**src/rtl/alu_issue_queue_if.sv**
```systemverilog
// Command/result/ALU signal bundle for alu_issue_queue.
//   in_*   : command channel (valid/ready, op code, operands A/B)
//   alu_*  : FIFO head presented to the external combinational ALU, and its result
//   out_*  : registered result channel (valid/ready, data, op code, zero flag)
// slave modport is the queue side; master modport is the producer/consumer/ALU side.
interface alu_issue_queue_if #(
  parameter int unsigned WIDTH = 32
);
  logic             in_valid;
  logic             in_ready;
  logic [2:0]       in_sel;
  logic [WIDTH-1:0] in_a;
  logic [WIDTH-1:0] in_b;

  logic [WIDTH-1:0] alu_a;
  logic [WIDTH-1:0] alu_b;
  logic [2:0]       alu_sel;
  logic [WIDTH-1:0] alu_out;

  logic             out_valid;
  logic             out_ready;
  logic [WIDTH-1:0] out_data;
  logic [2:0]       out_sel;
  logic             out_zero;

  modport slave (
    input  in_valid, in_sel, in_a, in_b, alu_out, out_ready,
    output in_ready, alu_a, alu_b, alu_sel, out_valid, out_data, out_sel, out_zero
  );

  modport master (
    output in_valid, in_sel, in_a, in_b, alu_out, out_ready,
    input  in_ready, alu_a, alu_b, alu_sel, out_valid, out_data, out_sel, out_zero
  );
endinterface

```
**src/rtl/alu_issue_queue.sv**
```systemverilog
// Issue queue in front of a 32-bit combinational ALU: buffers commands in a
// DEPTH-entry FIFO, presents the head to the ALU and registers the result.
// Ports:
//   clk    : rising-edge clock
//   rst_n  : synchronous active-low reset
//   bus    : alu_issue_queue_if.slave (command in, ALU head/result, result out)
//   level  : FIFO occupancy 0..DEPTH
module alu_issue_queue #(
  parameter int unsigned WIDTH = 32,
  parameter int unsigned DEPTH = 4,
  localparam int unsigned LVL_W = $clog2(DEPTH) + 1
) (
  input  logic              clk,
  input  logic              rst_n,
  alu_issue_queue_if.slave  bus,
  output logic [LVL_W-1:0]  level
);

  localparam int unsigned PTR_W = $clog2(DEPTH);

  logic [WIDTH-1:0] mem_a   [DEPTH];
  logic [WIDTH-1:0] mem_b   [DEPTH];
  logic [2:0]       mem_sel [DEPTH];

  logic [PTR_W-1:0] wr_ptr;
  logic [PTR_W-1:0] rd_ptr;
  logic [LVL_W-1:0] count;

  logic             out_valid_q;
  logic [WIDTH-1:0] out_data_q;
  logic [2:0]       out_sel_q;
  logic             out_zero_q;

  logic empty_c;
  logic full_c;
  logic push_c;
  logic pop_c;

  // Handshake decode; a full queue refuses pushes even when popping this cycle.
  assign empty_c = (count == '0);
  assign full_c  = (count == LVL_W'(DEPTH));
  assign push_c  = bus.in_valid && !full_c;
  assign pop_c   = !empty_c && (!out_valid_q || bus.out_ready);

  assign bus.in_ready = !full_c;

  // Head goes to the ALU; zeros when empty so the ALU sees a quiet input.
  assign bus.alu_a   = empty_c ? '0 : mem_a[rd_ptr];
  assign bus.alu_b   = empty_c ? '0 : mem_b[rd_ptr];
  assign bus.alu_sel = empty_c ? '0 : mem_sel[rd_ptr];

  // Command storage, no reset needed: entries are only read when count says valid.
  always_ff @(posedge clk) begin
    if (push_c) begin
      mem_a[wr_ptr]   <= bus.in_a;
      mem_b[wr_ptr]   <= bus.in_b;
      mem_sel[wr_ptr] <= bus.in_sel;
    end
  end

  // Pointers wrap naturally (DEPTH is a power of two); count disambiguates full/empty.
  always_ff @(posedge clk) begin
    if (!rst_n) begin
      wr_ptr <= '0;
      rd_ptr <= '0;
      count  <= '0;
    end else begin
      if (push_c) wr_ptr <= wr_ptr + PTR_W'(1);
      if (pop_c)  rd_ptr <= rd_ptr + PTR_W'(1);
      case ({push_c, pop_c})
        2'b10:   count <= count + LVL_W'(1);
        2'b01:   count <= count - LVL_W'(1);
        default: count <= count;
      endcase
    end
  end

  // Result register: load on pop, drop valid when consumed with nothing new behind it.
  always_ff @(posedge clk) begin
    if (!rst_n) begin
      out_valid_q <= 1'b0;
      out_data_q  <= '0;
      out_sel_q   <= '0;
      out_zero_q  <= 1'b0;
    end else if (pop_c) begin
      out_valid_q <= 1'b1;
      out_data_q  <= bus.alu_out;
      out_sel_q   <= mem_sel[rd_ptr];
      out_zero_q  <= (bus.alu_out == '0);
    end else if (out_valid_q && bus.out_ready) begin
      out_valid_q <= 1'b0;
    end
  end

  assign bus.out_valid = out_valid_q;
  assign bus.out_data  = out_data_q;
  assign bus.out_sel   = out_sel_q;
  assign bus.out_zero  = out_zero_q;
  assign level         = count;

endmodule

```
**src/flat_wrapper.sv**
```systemverilog
// flat-port wrapper written by rule: the top's interface ports become plain ports
module alu_issue_queue_flat 
#(
  parameter int unsigned WIDTH = 32,
  parameter int unsigned DEPTH = 4,
  localparam int unsigned LVL_W = $clog2(DEPTH) + 1
)
  (clk, rst_n, level, bus_in_valid, bus_in_sel, bus_in_a, bus_in_b, bus_alu_out, bus_out_ready, bus_in_ready, bus_alu_a, bus_alu_b, bus_alu_sel, bus_out_valid, bus_out_data, bus_out_sel, bus_out_zero);
  alu_issue_queue_if #(.WIDTH(WIDTH)) bus_i ();
  input  logic clk;
  input  logic rst_n;
  output logic [LVL_W-1:0] level;
  input wire logic [$bits(bus_i.in_valid)-1:0] bus_in_valid;
  input wire logic [$bits(bus_i.in_sel)-1:0] bus_in_sel;
  input wire logic [$bits(bus_i.in_a)-1:0] bus_in_a;
  input wire logic [$bits(bus_i.in_b)-1:0] bus_in_b;
  input wire logic [$bits(bus_i.alu_out)-1:0] bus_alu_out;
  input wire logic [$bits(bus_i.out_ready)-1:0] bus_out_ready;
  output wire logic [$bits(bus_i.in_ready)-1:0] bus_in_ready;
  output wire logic [$bits(bus_i.alu_a)-1:0] bus_alu_a;
  output wire logic [$bits(bus_i.alu_b)-1:0] bus_alu_b;
  output wire logic [$bits(bus_i.alu_sel)-1:0] bus_alu_sel;
  output wire logic [$bits(bus_i.out_valid)-1:0] bus_out_valid;
  output wire logic [$bits(bus_i.out_data)-1:0] bus_out_data;
  output wire logic [$bits(bus_i.out_sel)-1:0] bus_out_sel;
  output wire logic [$bits(bus_i.out_zero)-1:0] bus_out_zero;
  assign bus_i.in_valid = bus_in_valid;
  assign bus_i.in_sel = bus_in_sel;
  assign bus_i.in_a = bus_in_a;
  assign bus_i.in_b = bus_in_b;
  assign bus_i.alu_out = bus_alu_out;
  assign bus_i.out_ready = bus_out_ready;
  assign bus_in_ready = bus_i.in_ready;
  assign bus_alu_a = bus_i.alu_a;
  assign bus_alu_b = bus_i.alu_b;
  assign bus_alu_sel = bus_i.alu_sel;
  assign bus_out_valid = bus_i.out_valid;
  assign bus_out_data = bus_i.out_data;
  assign bus_out_sel = bus_i.out_sel;
  assign bus_out_zero = bus_i.out_zero;
  alu_issue_queue #(.WIDTH(WIDTH), .DEPTH(DEPTH)) u_core (.clk(clk), .rst_n(rst_n), .bus(bus_i), .level(level));
endmodule
```
**config.mk**
```make
export PLATFORM = sky130hd
export DESIGN_NAME = alu_issue_queue_flat
export DESIGN_NICKNAME = d
export VERILOG_FILES = /design/src/rtl/alu_issue_queue_if.sv /design/src/rtl/alu_issue_queue.sv /design/src/flat_wrapper.sv
export SDC_FILE = /design/constraint.sdc
export NUM_CORES = 1
export LEC_CHECK = 0
export ABC_CLOCK_PERIOD_IN_PS = 3200
export BUFFER_PORTS_ARGS = -buffer_cell sky130_fd_sc_hd__buf_2
export CAP_MARGIN = 20
export CORE_MARGIN = 4
export CORE_UTILIZATION = 45
export CTS_CLUSTER_DIAMETER = 40
export CTS_CLUSTER_SIZE = 8
export DETAILED_ROUTE_END_ITERATION = 10
export HOLD_SLACK_MARGIN = 0.06
export PLACE_DENSITY_LB_ADDON = 0.05
export SYNTH_ARGS = -nofsm -noshare
export SYNTH_HDL_FRONTEND = slang
export SYNTH_SLANG_ARGS = --single-unit
```
**constraint.sdc**
```tcl
create_clock -name clk -period 3.2 [get_ports clk]
set_clock_uncertainty 0.05 [all_clocks]
set_input_delay 0.32 -clock clk [delete_from_list [all_inputs] [get_ports clk]]
set_output_delay 0.32 -clock clk [all_outputs]
set_load 0.01 [all_outputs]
```
==> metrics <==
register bit total from synthesis=314; Core Box Area=0.0262 sq mm; clock insertion delay at the later pin of the skew report=between 0.5 and 0.6 ns; CTS tree=built; most common cell after layout, fill and taps aside=edfxtp_1; Total Routing Usage GR=between 10% and 20%; share of layout cells above drive strength 1=a little over a third; hold buffer count at CTS=100; num rows=between 50 and 60; routed vias=7210; # H-tree levels=2; placed insts=1175; die area=roughly 0.03 sq mm; CP Data Arrival Time=roughly 2.3 ns; RSZ-0062 raised after global routing=no; busiest grt layer=met2; critical path endpoint category=output pin; FF-to-FF path depth=8; Final nets=~1100; Worst Setup Start Kind=register; fin cells=approximately 1400; max-cap viol count=0; FMAX=roughly 0.38 GHz; number of synthesis warnings=0; post-synthesis area per instance=roughly 18 sq um; Post-Syn Nets=between 700 and 800; global-route met3 utilization=just under 5%; first-pass GRT wire length=41800 um; clock root buffer=clkbuf_16; initial DRC count=between 400 and 500; post-placement cell area=roughly 0.014 sq mm; Leak=5.78 nW; # resized after CTS=0; setup TNS=0 ns; Cells after Synth=659; Worst VDD drop=around 0.00064 V; area growth from synthesis to layout=31.8%; commonest non-fill, non-tap cells in the layout=268 x edfxtp_1, 210 x buf_2, 100 x dlygate4sd3_1; met1 Use GR=between 20% and 30%; Final Hold Violating Endpoints=0; Worst Tran Pin Value=0.783 ns; DP Wirelength=between 15000 and 20000 um; worst hold path type=input port to register; final period utilization=between 80 and 90%; TritonCTS Buffers=48; CTS clock-pin slew for the worst setup and hold paths=about 0.05 ns; largest net degree at the start of global routing=68; antenna-violating nets left=0; Initial Utilization=between 40% and 50%; Vias/cell=~5.3; Pwr Density=around 860 mW/mm^2; register area share after synthesis=74.3%; Finished Cell Area=between 0.015 and 0.02 sq mm; Die Width=between 150 and 200 um; Hold Path Depth=3; Syn Std Cell Area=0.0121 sq mm; Synth cell types=32; clock tree buffer depth=3; CP max FO=67; Max-slew headroom=between 40% and 50%; gr ovfl total=0; PortBufs=210; Critical Path RT=~2.8 ns; Slew Viols, Final=0; status=finished clean; routability cong.=0.885; CP Class=register to output pin; ant diodes=0; vias in the first global route=7639; postcts setup bufs=0; # DRC=0; chip height=172 um; met2 Use GR=between 30% and 40%; boundary pin count=~210; fin crit period=between 2 and 3 ns; # clock sinks=about 310; antenna violations before repair=0; fin util=60.7%; Avg WL per Cell=20.0 um; final setup violation count=0; drt first pass iters=5; final wirelength=27100 um
power by group:
group / internal (mW) / switching [mW]
Clock: 2.81 / 1.62
Combinational: 1.81 / 2.22
Sequential: 4.99 / 0.212
metrics by stage:
step / total power, mW / worst slack [ns] / hold slack [ns]
floorplan: 7.84 / 0.310 / 0.369
global placement: 9.22 / 0.830 / 0.402
detailed placement: 9.30 / 0.701 / 0.420
CTS: 13.9 / 0.467 / 0.0606
global route: 14.4 / 0.394 / 0.0685
finish: 13.7 / 0.559 / 0.0997
path summary, 6_finish.rpt:
path	from	end	slack, ns
worst min register to register	u_core.bus.out_data[30]	u_core.bus.out_data[30]	0.43
worst min-delay path	bus_alu_out[0]	u_core.bus.out_data[0]	0.1
worst max-delay path	register	bus_alu_b[5]	0.56
worst max register to register	u_core.level[2]	u_core.level[2]	0.67
layout make-up:
type / count / area (sq um)
clock buffers: 68 / 1320
clock inverters: 10 / 51.3
fillers: 1933 / 10300
inverters: 7 / 26.3
multi-input cells: 293 / 2850
flip-flops and latches: 314 / 8980
well taps: 335 / 419
repair buffers: 326 / 2270
routing by layer:
| metal | up-vias | wire, um |
|---|---|---|
| li1 | 3276 | - |
| met1 | 3590 | 11000 |
| met2 | 295 | 13300 |
| met3 | 49 | 2110 |
| met4 | 0 | 609 |
| met5 | - | 0 |
cells in the mapped netlist:
master,count,share of area [%]
edfxtp_1,268,67
and2_1,67,3.5
mux4_2,67,13
dfxtp_1,46,7.6
a21oi_1,43,1.8
nand3_1,39,1.6
o21ai_0,37,1.5
clkbuf_1,26,0.81
buf_2,11,0.46
inv_1,6,0.19
nor4_1,6,0.31
ha_1,5,0.52
nor2_1,5,0.16
and3_1,4,0.21
buf_12,4,0.66
buf_1,3,0.093
a21o_1,2,0.12
nand4_1,2,0.10
nor3_1,2,0.083
o31ai_1,2,0.12
or3_1,2,0.10
xor2_1,2,0.15
buf_6,1,0.093
clkinv_1,1,0.031
fa_1,1,0.17
nand2_1,1,0.031
nand2b_1,1,0.052
nor2b_1,1,0.052
nor4b_1,1,0.073
o211ai_1,1,0.062
or3b_2,1,0.073
or4_1,1,0.062
cells by family after synthesis:
family	count (synthesis)	synth area share (%)
DFF	314	74.3
and+or+nand+nor	133	6.40
AOI/OAI and AO/OA	85	3.63
muxes	67	12.5
buffers and inverters	52	2.33
adders and majority gates	6	0.684
xor gates and xnor gates	2	0.145
flip-flops by register name, indices dropped and copies added (netlist names), named ones only:
register and count:
u_core.bus.out_zero 1, u_core.mem_b 128, u_core.mem_sel 12, u_core.rd_ptr 2
u_core.mem_a 128, u_core.wr_ptr 2, u_core.bus.out_sel 3, u_core.bus.out_valid 1
u_core.bus.out_data 32, u_core.level 3
worst max-delay path: stages, from the launching register on:
cell	delay, ns
dfxtp_4	0.35
buf_12	0.47
mux4_2	0.58
and2_1	0.19
buf_2	0.14
Power figures use the tool's default switching activity.
